File: src/rtl/pwm_pkg.sv
// Shared PWM definitions: code widths, legal periods, measurement FSM states, result record.
// Latency: none (types and constants only).
// Backpressure: none.
package pwm_pkg;

  localparam int DUTY_W = 4;
  localparam int FREQ_W = 2;

  localparam logic [DUTY_W-1:0] DUTY_MAX = DUTY_W'(10);

  // Period in clock cycles for frequency codes 0..3.
  localparam int PER_F0 = 80;
  localparam int PER_F1 = 40;
  localparam int PER_F2 = 20;
  localparam int PER_F3 = 10;

  typedef enum logic [1:0] {
    ST_ACQ    = 2'd0,
    ST_MEAS   = 2'd1,
    ST_STATIC = 2'd2
  } meas_st_e;

  typedef struct packed {
    logic [DUTY_W-1:0] duty;
    logic [FREQ_W-1:0] freq;
    logic              valid;
    logic              stat;
    logic              err;
  } meas_res_t;

  // Clamp a scaled high-time to the largest legal duty code.
  function automatic logic [DUTY_W-1:0] sat_duty(input logic [31:0] v);
    if (v > 32'(DUTY_MAX)) return DUTY_MAX;
    return v[DUTY_W-1:0];
  endfunction

endpackage

File: src/rtl/pwm_meas_if.sv
// Result bundle of the PWM measurement block (duty/freq codes and status flags).
// Latency: none (wires only).
// Backpressure: none; o_upd is a one-cycle strobe with no ready.
interface pwm_meas_if;

  logic [pwm_pkg::DUTY_W-1:0] o_duty;
  logic [pwm_pkg::FREQ_W-1:0] o_freq;
  logic                       o_valid;
  logic                       o_static;
  logic                       o_upd;
  logic                       o_err;

  modport master (output o_duty, o_freq, o_valid, o_static, o_upd, o_err);
  modport slave  (input  o_duty, o_freq, o_valid, o_static, o_upd, o_err);

endinterface

File: src/rtl/pwm_edge_sync.sv
// Synchronises the PWM pin, optionally majority-filters it (PWM_MEAS_GLITCH_FILTER_EN), flags rises.
// Latency: rise/level valid 2 cycles after the pin changes, 3 with the filter built in.
// Backpressure: none.
module pwm_edge_sync (
  input  logic i_clk,
  input  logic i_rst,
  input  logic i_pwm,
  output logic o_level,
  output logic o_rise
);

  logic s1_q, s1_d;
  logic s2_q, s2_d;
  logic prev_q, prev_d;
  logic level;

`ifdef PWM_MEAS_GLITCH_FILTER_EN
  logic h1_q, h1_d;
  logic h2_q, h2_d;

  // 3-sample majority: a level must persist 2 cycles to pass, so 1-cycle pulses vanish
  always_comb begin
    h1_d  = s2_q;
    h2_d  = h1_q;
    level = (s2_q & h1_q) | (s2_q & h2_q) | (h1_q & h2_q);
  end

  // filter history
  always_ff @(posedge i_clk) begin
    if (!i_rst) begin
      h1_q <= 1'b0;
      h2_q <= 1'b0;
    end else begin
      h1_q <= h1_d;
      h2_q <= h2_d;
    end
  end
`else
  // unfiltered: the synchroniser output is the measured level
  always_comb level = s2_q;
`endif

  // synchroniser chain and previous-level register for edge detect
  always_comb begin
    s1_d   = i_pwm;
    s2_d   = s1_q;
    prev_d = level;
  end

  // synchroniser and edge-detect flops
  always_ff @(posedge i_clk) begin
    if (!i_rst) begin
      s1_q   <= 1'b0;
      s2_q   <= 1'b0;
      prev_q <= 1'b0;
    end else begin
      s1_q   <= s1_d;
      s2_q   <= s2_d;
      prev_q <= prev_d;
    end
  end

  assign o_level = level;
  assign o_rise  = level & ~prev_q;

endmodule

File: src/rtl/pwm_meas.sv
// Recovers duty/frequency codes from a PWM line; glitch filter under PWM_MEAS_GLITCH_FILTER_EN.
// Latency: results registered 1 cycle after the rise detect (3-4 cycles after the pin edge).
// Backpressure: none; each result is announced by a single o_upd strobe.
module pwm_meas
  import pwm_pkg::*;
#(
  parameter int CNT_W   = 8,
  parameter int TIMEOUT = 160
) (
  input  logic       i_clk,
  input  logic       i_rst,
  input  logic       i_pwm,
  pwm_meas_if.master mif
);

  localparam logic [CNT_W-1:0] CNT_MAX = '1;
  localparam logic [CNT_W-1:0] ONE     = CNT_W'(1);
  localparam logic [CNT_W-1:0] TO_LIM  = CNT_W'(TIMEOUT);

  logic level, rise;

  pwm_edge_sync u_sync (
    .i_clk   (i_clk),
    .i_rst   (i_rst),
    .i_pwm   (i_pwm),
    .o_level (level),
    .o_rise  (rise)
  );

  meas_st_e          state_q, state_d;
  logic [CNT_W-1:0]  per_q, per_d;
  logic [CNT_W-1:0]  high_q, high_d;
  meas_res_t         res_q, res_d;
  logic              upd_q, upd_d;

  logic              timeout;
  logic              legal;
  logic [FREQ_W-1:0] freq_c;
  logic [DUTY_W-1:0] duty_c;

  // per_q doubles as "cycles since last rise", so it also drives the static timeout
  assign timeout = (per_q >= TO_LIM);

  // map the closed period onto a frequency code and scale H back to duty tenths
  always_comb begin
    legal  = 1'b1;
    freq_c = '0;
    duty_c = '0;
    if (per_q == CNT_W'(PER_F0)) begin
      freq_c = FREQ_W'(0);
      duty_c = sat_duty(32'(high_q >> 3));
    end else if (per_q == CNT_W'(PER_F1)) begin
      freq_c = FREQ_W'(1);
      duty_c = sat_duty(32'(high_q >> 2));
    end else if (per_q == CNT_W'(PER_F2)) begin
      freq_c = FREQ_W'(2);
      duty_c = sat_duty(32'(high_q >> 1));
    end else if (per_q == CNT_W'(PER_F3)) begin
      freq_c = FREQ_W'(3);
      duty_c = sat_duty(32'(high_q));
    end else begin
      legal = 1'b0;
    end
  end

  // period and high-time counters: restart at each rise (the rise cycle is already high), saturate
  always_comb begin
    per_d  = (per_q == CNT_MAX) ? per_q : per_q + ONE;
    high_d = (level && (high_q != CNT_MAX)) ? high_q + ONE : high_q;
    if (rise) begin
      per_d  = ONE;
      high_d = ONE;
    end
  end

  // measurement FSM; a rise always wins over a timeout in the same cycle
  always_comb begin
    state_d = state_q;
    res_d   = res_q;
    upd_d   = 1'b0;
    case (state_q)
      ST_ACQ: begin
        if (rise) begin
          state_d = ST_MEAS;
        end else if (timeout) begin
          state_d    = ST_STATIC;
          res_d.duty = level ? DUTY_MAX : '0;
          res_d.stat = 1'b1;
          res_d.valid = 1'b1;
          upd_d      = 1'b1;
        end
      end
      ST_MEAS: begin
        if (rise) begin
          upd_d = 1'b1;
          if (legal) begin
            res_d.duty  = duty_c;
            res_d.freq  = freq_c;
            res_d.valid = 1'b1;
            res_d.err   = 1'b0;
          end else begin
            res_d.err = 1'b1;
          end
        end else if (timeout) begin
          state_d     = ST_STATIC;
          res_d.duty  = level ? DUTY_MAX : '0;
          res_d.stat  = 1'b1;
          res_d.valid = 1'b1;
          upd_d       = 1'b1;
        end
      end
      ST_STATIC: begin
        // leaving static rewrites o_static, so it is announced like any other write
        if (rise) begin
          state_d    = ST_ACQ;
          res_d.stat = 1'b0;
          upd_d      = 1'b1;
        end
      end
      default: state_d = ST_ACQ;
    endcase
  end

  // state, counters and registered results
  always_ff @(posedge i_clk) begin
    if (!i_rst) begin
      state_q <= ST_ACQ;
      per_q   <= '0;
      high_q  <= '0;
      res_q   <= '0;
      upd_q   <= 1'b0;
    end else begin
      state_q <= state_d;
      per_q   <= per_d;
      high_q  <= high_d;
      res_q   <= res_d;
      upd_q   <= upd_d;
    end
  end

  assign mif.o_duty   = res_q.duty;
  assign mif.o_freq   = res_q.freq;
  assign mif.o_valid  = res_q.valid;
  assign mif.o_static = res_q.stat;
  assign mif.o_err    = res_q.err;
  assign mif.o_upd    = upd_q;

endmodule
File: src/flat_wrapper.sv
// flat-port wrapper written by rule: the top's interface ports become plain ports
module pwm_meas_flat import pwm_pkg::*;
#(
  parameter int CNT_W   = 8,
  parameter int TIMEOUT = 160
)
  (i_clk, i_rst, i_pwm, mif_o_duty, mif_o_freq, mif_o_valid, mif_o_static, mif_o_upd, mif_o_err);
  pwm_meas_if mif_i ();
  input  logic i_clk;
  input  logic i_rst;
  input  logic i_pwm;
  output wire logic [$bits(mif_i.o_duty)-1:0] mif_o_duty;
  output wire logic [$bits(mif_i.o_freq)-1:0] mif_o_freq;
  output wire logic [$bits(mif_i.o_valid)-1:0] mif_o_valid;
  output wire logic [$bits(mif_i.o_static)-1:0] mif_o_static;
  output wire logic [$bits(mif_i.o_upd)-1:0] mif_o_upd;
  output wire logic [$bits(mif_i.o_err)-1:0] mif_o_err;
  assign mif_o_duty = mif_i.o_duty;
  assign mif_o_freq = mif_i.o_freq;
  assign mif_o_valid = mif_i.o_valid;
  assign mif_o_static = mif_i.o_static;
  assign mif_o_upd = mif_i.o_upd;
  assign mif_o_err = mif_i.o_err;
  pwm_meas #(.CNT_W(CNT_W), .TIMEOUT(TIMEOUT)) u_core (.i_clk(i_clk), .i_rst(i_rst), .i_pwm(i_pwm), .mif(mif_i));
endmodule
File: config.mk
export PLATFORM = sky130hd
export DESIGN_NAME = pwm_meas_flat
export DESIGN_NICKNAME = d
export VERILOG_FILES = /design/src/rtl/pwm_pkg.sv /design/src/rtl/pwm_meas_if.sv /design/src/rtl/pwm_edge_sync.sv /design/src/rtl/pwm_meas.sv /design/src/flat_wrapper.sv
export SDC_FILE = /design/constraint.sdc
export NUM_CORES = 1
export LEC_CHECK = 0
export ABC_AREA = 1
export CAP_MARGIN = 20
export CORE_MARGIN = 4
export CORE_UTILIZATION = 59
export CTS_BUF_LIST = sky130_fd_sc_hd__clkbuf_2
export DETAILED_ROUTE_END_ITERATION = 16
export DONT_BUFFER_PORTS = 1
export MAX_ROUTING_LAYER = met4
export PLACE_DENSITY = 0.88
export SLEW_MARGIN = 20
export SYNTH_ARGS = -nofsm -noshare
export SYNTH_HDL_FRONTEND = slang
export SYNTH_SLANG_ARGS = --single-unit
File: constraint.sdc
create_clock -name i_clk -period 1.6 [get_ports i_clk]
set_input_delay 0.32 -clock i_clk [delete_from_list [all_inputs] [get_ports i_clk]]
set_output_delay 0.32 -clock i_clk [all_outputs]
set_load 0.1 [all_outputs]
==> impl_metrics.env, run 1 <==
export IMPL_period_share_pct=97.2
export IMPL_fin_ws_ns=0.0443
export IMPL_rows=19
export IMPL_cts_root_buf="clkbuf_2"
export IMPL_syn_nets=269
export IMPL_post_place_ws_ns=-0.0374
export IMPL_worstSkewPairLatency_ns=0.37
export IMPL_ctsHoldBuffers=0
export IMPL_rsz0062_at_grt="true"
export IMPL_num_vias=1792
export IMPL_hpwl_mm=3.00
export IMPL_clk_pin_slew_ns=0.15
export IMPL_final_setup_tns_ns=0
export IMPL_final_util_pct=72.5
export IMPL_skew_ns=0.0166
export IMPL_dp_cells=306
export IMPL_cp_top_family="simple AND/OR/NAND/NOR gates"
export IMPL_final_layout_size_suffix_gt1_share_pct=28.9
export IMPL_cp_max_fo=4
export IMPL_cts_buffers=5
export IMPL_fill_cells=216
export IMPL_hold_path_class="input port to flop"
export IMPL_maxClockFrequency_mhz=643
export IMPL_diodes=0
export IMPL_timing_critical_path_buf_inv=1
export IMPL_worst_r2r_path_depth=11
export IMPL_tightest_slew_ns=0.344
export IMPL_syn_area_um2=1820
export IMPL_crit_type="flop to flop"
export IMPL_cp_depth=11
export IMPL_areaGrowthSynthToFinish_pct=13.7
export IMPL_worst_setup_path_start_kind="flop"
export IMPL_p_per_area_nw_per_um2=638
export IMPL_slew_headroom_pct=77.0
export IMPL_ys_seq_area_share_pct=34.1
export IMPL_ys_warn_count=0
export IMPL_ys_seq_elements=31
export IMPL_grt_pass1_wl_mm=6.71
export IMPL_worstPathCellList="inv_4 > ha_4 > nand3_2 > nor2_4 > nor2_4 > nand2_2 > nand2_2 > nand2_4 > nand3_1 > nor2_1 > nor2_1"
export IMPL_grt_antenna_before_repair=0
export IMPL_power_mw=1.32
export IMPL_critPathSlowestCell="dfxtp_4"
export IMPL_die_y_um=63.5
export IMPL_gp_congestion=0.894
export IMPL_ir_worst_vdd_uv=589
export IMPL_grt_pass1_vias=1655
export IMPL_cts_tree="done"
export IMPL_avgViaCountPerCell=5.69
export IMPL_arrival_ns=1.82
export IMPL_io_buffers=0
export IMPL_timing_max_cap_violations=0
export IMPL_die_x_um=63.5
export IMPL_htree_levels=2
export IMPL_hold_path_depth=2
export IMPL_drtIter0Drc=109
export IMPL_die_area_um2=4030
export IMPL_initial_core_util_pct=63.7
export IMPL_holdWs_ns=0.0440
export IMPL_hold_viol_final=0
export IMPL_wl_per_cell_um=12.8
export IMPL_p_leak_nw=0.915
export IMPL_cpPeakStageDelay_ns=0.39
export IMPL_finalSetupViolCount=0
export IMPL_core_um2=2850
export IMPL_placed_cell_area_um2=1970
export IMPL_drt_wl_total_mm=4.03
export IMPL_final_min_clock_period_ns=1.56
export IMPL_cts_sinks=31
export IMPL_max_clock_path_buffers=2
export IMPL_fin_cells=315
export IMPL_design_area_um2=2070
export IMPL_cp_end_kind="flop"
export IMPL_status="completed"
export IMPL_antenna_left=0
export IMPL_drv_slew=0
export IMPL_track_usage_pct=21.2
export IMPL_grt_max_degree=11
export IMPL_synth_flop_cell="dfxtp_1"
export IMPL_drt_first_pass_iters=5
export IMPL_worstPathRequired_ns=1.86
export IMPL_netlist_instances=261
export IMPL_grt_overflow_total=0
export IMPL_avgSynthCellArea_um2=6.97
export IMPL_io_pins=13
export IMPL_fin_nets=291
export IMPL_synthArstFlopShare_pct=0
export IMPL_ys_types=31
export IMPL_synth_edf_count=0
export IMPL_drc=0
-- synth_stat cells (all sizes together), types with 2 or more instances --
| cell type | count | area share [%] |
|---|---|---|
| a21oi | 28 | 8.9 |
| a31oi | 3 | 1.0 |
| ha | 5 | 3.4 |
| nand2 | 70 | 16 |
| xor2 | 2 | 0.96 |
| nand4 | 4 | 1.7 |
| nor3 | 5 | 1.7 |
| nand3 | 20 | 6.3 |
| dfxtp | 31 | 34 |
| inv | 40 | 8.3 |
| o21ai | 15 | 4.3 |
| nor2 | 31 | 9.7 |
-- final cells by class --
class                   instances  area, um^2  share of cell area [%]
well taps                      31        38.8                    1.88
clock inverters                 3        15.0                   0.726
repair buffers                 16         124                    5.99
clock buffers                   5        25.0                    1.21
flip-flops and latches         31         637                    30.8
inverters                      41         158                    7.63
multi-input cells             188        1070                    51.8
-- routing by layer --
layer	vias up	track usage [%]	wire length (um)
met4	0	9.16	74
met1	824	24.8	1720
met5	-	-	0
met2	67	34.3	1920
li1	888	-	-
met3	13	5.33	312
-- what timing repair did --
action                                  CTS  global route
endpoints found under the setup margin    5            17
pin swaps                                 2             2
setup buffers                             0             1
gates resized for setup                   2            20
endpoints found under the hold margin     0             0
-- state kept, by name, summed over array words and instances (netlist names) --
register and flops:
u_core.high_q 8, u_core.mif.o_duty 4, u_core.mif.o_err 1, u_core.mif.o_freq 2
u_core.mif.o_static 1, u_core.mif.o_upd 1, u_core.mif.o_valid 1, u_core.per_q 8
u_core.state_q 2, u_core.u_sync.o_level 1, u_core.u_sync.prev_q 1, u_core.u_sync.s1_q 1
-- path summary, 6_finish.rpt --
| path | from | end | slack [ns] |
|---|---|---|---|
| worst min-delay path | i_rst | u_core.u_sync.o_level | 0.04 |
| worst min register to register | u_core.u_sync.s1_q | u_core.u_sync.o_level | 0.43 |
| worst max register to register | u_core.per_q[0] | u_core.mif.o_duty[3] | 0.04 |
| worst max-delay path | u_core.per_q[0] | u_core.mif.o_duty[3] | 0.04 |
-- cells in the final DEF (no fill, tap or decap), types with 2 or more instances in the layout --
cell type / instances
nand2_1: 60
inv_1: 29
a21oi_1: 23
dfxtp_1: 22
nor2_1: 21
nand3_1: 15
buf_4: 15
o21ai_0: 12
inv_2: 10
nand2_2: 8
nor2_4: 7
dfxtp_2: 7
nand3_2: 5
clkbuf_2: 5
a21oi_2: 4
clkinv_2: 4
ha_1: 4
nor3_1: 3
nor2_2: 3
a31oi_1: 3
nand4_1: 3
xor2_1: 2
nor3_2: 2
nand2_4: 2
o21ai_1: 2
dfxtp_4: 2
-- cell families (layout without fill, tap and decap cells) --
family | Yosys count | in the layout | share of synthesized area, %
fa+ha+maj | 5 | 5 | 3.44
xor+xnor | 2 | 2 | 0.964
compound gates | 49 | 49 | 15.8
buf+inv | 42 | 65 | 8.74
simple gates | 132 | 132 | 36.9
flops | 31 | 31 | 34.1
-- where the power goes --
group / internal, mW / leakage [nW] / switching (mW)
Combinational: 0.0445 / 0.627 / 0.0970
Sequential: 0.789 / 0.256 / 0.0165
Clock: 0.100 / 0.0325 / 0.272
(Power assumes the default switching activity.)
==> inputs of run 2 (changes only) <==
CORE_MARGIN = not set   (was 4)
==> impl_metrics.env, run 2 (synthesis results as in run 1) <==
export IMPL_grt_overflow_total=0
export IMPL_grt_pass1_wl_mm=6.91
export IMPL_cp_end_kind="flop"
export IMPL_dp_cells=306
export IMPL_placed_cell_area_um2=1970
export IMPL_cts_buffers=5
export IMPL_worstPathRequired_ns=1.90
export IMPL_wl_per_cell_um=14.5
export IMPL_worstSkewPairLatency_ns=0.39
export IMPL_hold_path_class="input port to flop"
export IMPL_die_y_um=57.5
export IMPL_maxClockFrequency_mhz=619
export IMPL_final_cell_mix="nand2_1 (59), inv_1 (29), a21oi_1 (24)"
export IMPL_fill_cells=207
export IMPL_die_area_um2=3310
export IMPL_num_vias=1833
export IMPL_r2r_start="u_core.high_q[1]"
export IMPL_htree_levels=2
export IMPL_initial_core_util_pct=64.3
export IMPL_final_min_clock_period_ns=1.61
export IMPL_final_common_cell="nand2_1"
export IMPL_core_um2=2830
export IMPL_io_buffers=0
export IMPL_grt_max_degree=11
export IMPL_gp_congestion=0.936
export IMPL_ir_worst_vdd_uv=527
export IMPL_tightest_slew_ns=0.368
export IMPL_power_mw=1.51
export IMPL_die_x_um=57.5
export IMPL_final_setup_tns_ns=-0.0145
export IMPL_arrival_ns=1.92
export IMPL_crit_type="flop to flop"
export IMPL_final_util_pct=77.5
export IMPL_timing_max_cap_violations=0
export IMPL_grt_pass1_vias=1654
export IMPL_post_place_ws_ns=-0.0157
export IMPL_cpPeakStageDelay_ns=0.40
export IMPL_worst_setup_path_start_kind="flop"
export IMPL_io_pins=13
export IMPL_fin_cells=323
export IMPL_p_per_area_nw_per_um2=690
export IMPL_areaGrowthSynthToFinish_pct=20.6
export IMPL_antenna_left=0
export IMPL_critPathSlowestCell="dfxtp_4"
export IMPL_cts_tree="done"
export IMPL_cts_sinks=31
export IMPL_drv_slew=0
export IMPL_track_usage_pct=28.8
export IMPL_cp_common_cell="nand2_1"
export IMPL_period_share_pct=101
export IMPL_hold_viol_final=0
export IMPL_min_from="i_rst"
export IMPL_skew_ns=0.0124
export IMPL_p_leak_nw=0.962
export IMPL_max_clock_path_buffers=2
export IMPL_hpwl_mm=3.08
export IMPL_final_layout_size_suffix_gt1_share_pct=30.8
export IMPL_drt_first_pass_iters=10
export IMPL_rows=19
export IMPL_worstPathCellList="buf_4 > ha_1 > inv_1 > nand2_1 > nand2_1 > nand2_1 > nand2_1 > o21ai_0 > nand2_1 > nand2_1 > nand2_1 > nand2_1 > a21oi_1"
export IMPL_grt_antenna_before_repair=0
export IMPL_drtIter0Drc=116
export IMPL_diodes=0
export IMPL_slew_headroom_pct=75.2
export IMPL_violations="DRC, setup timing"
export IMPL_cts_root_buf="clkbuf_2"
export IMPL_design_area_um2=2190
export IMPL_clk_pin_slew_ns=0.17
export IMPL_drc=2
export IMPL_finalSetupViolCount=1
export IMPL_drt_wl_total_mm=4.70
export IMPL_cp_max_fo=5
export IMPL_startpoint="u_core.high_q[1]"
export IMPL_fin_nets=299
export IMPL_holdWs_ns=0.0455
export IMPL_status="finished with violations"
export IMPL_avgViaCountPerCell=5.67
export IMPL_fin_ws_ns=-0.0145
## run 2: cell count changes in the layout (fill, tap and decap cells not counted), sizes merged
cell,delta
bufinv,+1
buf,+5
dlygate4sd3,+3
clkinv,-1
## run 2: what timing repair did
action,4_1_cts,5_1_grt
setup endpoints to repair,5,15
endpoints found under the hold margin,2,1
gates resized for setup,2,30
hold buffers,2,1
pin swaps,3,16
buffers inserted,0,6
cloned,0,0
## run 2: routing by layer
layer	track usage, %	routed length (um)	vias up
met1	33.4	1990	833
met2	44.4	2270	70
met4	16.0	178	0
met3	8.39	259	24
li1	-	-	906
met5	-	0	-
## run 2: final timing paths
path              cells past startpoint               endpoint  slack, ns
setup / recovery                     13   u_core.mif.o_duty[1]      -0.01
hold / removal                        2   u_core.mif.o_duty[1]       0.05
setup reg to reg                     13   u_core.mif.o_duty[1]      -0.01
hold reg to reg                       2  u_core.u_sync.o_level       0.45
## run 2: power breakdown
group | leakage (nW) | switching, mW | internal (mW)
logic | 0.665 | 0.105 | 0.0580
registers | 0.257 | 0.0175 | 0.788
clock network | 0.0404 | 0.286 | 0.257
total | 0.962 | 0.408 | 1.10
## run 2: area by class of cell
| class | instances | area, um^2 | area share, % |
|---|---|---|---|
| Inverter | 41 | 163 | 7.42 |
| Timing Repair Buffer | 24 | 188 | 8.56 |
| Clock buffer | 5 | 25.0 | 1.14 |
| Multi-Input combinational cell | 188 | 1100 | 50.1 |
| Tap cell | 31 | 38.8 | 1.77 |
| Clock inverter | 3 | 38.8 | 1.77 |
| Sequential cell | 31 | 641 | 29.2 |
## run 2: critical path, delay by kind of cell, from the launching register on
family	cells	cell delay, ns
buffers and inverters	2	0.15
and+or+nand+nor	8	0.55
DFF	1	0.40
adders and majority gates	1	0.13
AOI/OAI and AO/OA	2	0.29
==> inputs of run 3 (changes only) <==
MAX_ROUTING_LAYER = not set   (was met4)
==> impl_metrics.env, run 3 (synthesis results as in run 1) <==
export IMPL_initial_core_util_pct=64.3
export IMPL_r2r_start="u_core.high_q[1]"
export IMPL_cts_tree="done"
export IMPL_htree_levels=2
export IMPL_cpPeakStageDelay_ns=0.39
export IMPL_diodes=0
export IMPL_drc=2
export IMPL_grt_antenna_before_repair=0
export IMPL_num_vias=1835
export IMPL_skew_ns=0.0264
export IMPL_hpwl_mm=3.19
export IMPL_avgViaCountPerCell=5.73
export IMPL_placed_cell_area_um2=1970
export IMPL_hold_path_class="input port to flop"
export IMPL_cp_top_family="simple AND/OR/NAND/NOR gates"
export IMPL_wl_per_cell_um=14.1
export IMPL_gp_congestion=0.948
export IMPL_final_common_cell="nand2_1"
export IMPL_status="finished with violations"
export IMPL_cp_common_cell="nand2_1"
export IMPL_track_usage_pct=28.2
export IMPL_cp_max_fo=6
export IMPL_io_pins=13
export IMPL_drv_slew=0
export IMPL_p_leak_nw=0.947
export IMPL_finalSetupViolCount=0
export IMPL_cts_sinks=31
export IMPL_crit_type="flop to flop"
export IMPL_hold_viol_final=0
export IMPL_die_x_um=57.5
export IMPL_antenna_left=0
export IMPL_cp_end_kind="flop"
export IMPL_cts_root_buf="clkbuf_2"
export IMPL_timing_max_cap_violations=0
export IMPL_io_buffers=0
export IMPL_ir_worst_vdd_uv=641
export IMPL_fin_cells=320
export IMPL_grt_overflow_total=0
export IMPL_dp_cells=307
export IMPL_maxClockFrequency_mhz=655
export IMPL_tightest_slew_ns=0.385
export IMPL_final_min_clock_period_ns=1.53
export IMPL_timing_critical_path_buf_inv=2
export IMPL_final_cell_mix="nand2_1 (60), inv_1 (29), a21oi_1 (23)"
export IMPL_reg2reg_setup_slack_ns=0.07
export IMPL_power_mw=1.33
export IMPL_grt_max_degree=11
export IMPL_worstSkewPairLatency_ns=0.41
export IMPL_max_clock_path_buffers=2
export IMPL_p_per_area_nw_per_um2=622
export IMPL_drt_first_pass_iters=10
export IMPL_fill_cells=214
export IMPL_core_um2=2830
export IMPL_drtIter0Drc=134
export IMPL_final_layout_size_suffix_gt1_share_pct=31.5
export IMPL_clk_pin_slew_ns=0.17
export IMPL_worst_r2r_path_depth=13
export IMPL_startpoint="u_core.high_q[1]"
export IMPL_worstPathCellList="buf_12 > ha_1 > inv_1 > nand2_1 > nand2_1 > nand2_1 > nand2_1 > o21ai_0 > nand2_1 > nand2_1 > nand2_1 > nand2_1 > a21oi_1"
export IMPL_cts_buffers=5
export IMPL_crit_end="u_core.mif.o_duty[1]"
export IMPL_cp_depth=13
export IMPL_fin_nets=297
export IMPL_critPathSlowestCell="dfxtp_4"
export IMPL_grt_pass1_wl_mm=7.13
export IMPL_design_area_um2=2140
export IMPL_die_area_um2=3310
export IMPL_areaGrowthSynthToFinish_pct=17.5
export IMPL_worst_setup_path_start_kind="flop"
export IMPL_r2r_end="u_core.mif.o_duty[1]"
export IMPL_drt_wl_total_mm=4.51
export IMPL_period_share_pct=95.5
export IMPL_grt_pass1_vias=1658
export IMPL_arrival_ns=1.82
export IMPL_rows=19
export IMPL_worstPathRequired_ns=1.89
export IMPL_violations="DRC"
export IMPL_slew_headroom_pct=74.2
export IMPL_die_y_um=57.5
==> run 3: how the worst min path moves through the flow <==
stage                                   from                    end  slack [ns]  cells past startpoint
after floorplan           u_core.u_sync.s1_q  u_core.u_sync.o_level        0.39                      2
after global placement    u_core.u_sync.s1_q  u_core.u_sync.o_level        0.40                      2
after detailed placement  u_core.u_sync.s1_q  u_core.u_sync.o_level        0.40                      2
after CTS                              i_rst  u_core.u_sync.o_level        0.03                      2
after global routing                   i_rst     u_core.u_sync.s1_q       0.008                      2
final                                  i_rst  u_core.u_sync.o_level       0.006                      2
==> run 3: routing by layer <==
layer / track usage (%) / routed length [um] / vias up
met3: 5.44 / 367 / 10
met5: 0 / 0 / -
met4: 12.2 / 77 / 0
met1: 33.2 / 1790 / 851
li1: - / - / 897
met2: 49.5 / 2270 / 77
==> run 3: layout make-up <==
type	count	area (um^2)	share of cell area [%]
flip-flops and latches	31	639	29.9
clock inverters	2	8.76	0.410
multi-input cells	188	1090	51.0
inverters	41	158	7.38
clock buffers	5	25.0	1.17
well taps	31	38.8	1.82
repair buffers	22	178	8.32
==> run 3: stage by stage <==
step	hold WS, ns	TNS [ns]	setup WS [ns]	utilization (%)
floorplan	0.390	0	0.0847	-
global placement	0.405	0	0.0725	69.7
detailed placement	0.404	-0.0185	-0.0132	69.7
CTS	0.0256	0	0.00373	71.0
global route	0.00816	-0.130	-0.106	75.5
finish	0.00626	0	0.0727	75.5
==> run 3: worst register-to-register path: stages (launching register included) <==
cell and delay, ns:
dfxtp_4 0.39, buf_12 0.10, ha_1 0.13, inv_1 0.03, nand2_1 0.05, nand2_1 0.06
nand2_1 0.10, nand2_1 0.06, o21ai_0 0.18, nand2_1 0.07, nand2_1 0.07, nand2_1 0.05
nand2_1 0.07, a21oi_1 0.06
==> run 3: where the power goes <==
| group | switching [mW] | total, mW | internal (mW) |
|---|---|---|---|
| Combinational | 0.100 | 0.154 | 0.0544 |
| Clock | 0.278 | 0.370 | 0.0917 |
| Sequential | 0.0158 | 0.804 | 0.788 |
| Total | 0.394 | 1.33 | 0.934 |
==> run 3: what timing repair did <==
action	CTS	global route
setup buffers	0	6
pin swaps	0	10
setup endpoints to repair	5	15
gates resized for setup	2	27
hold buffers	0	0
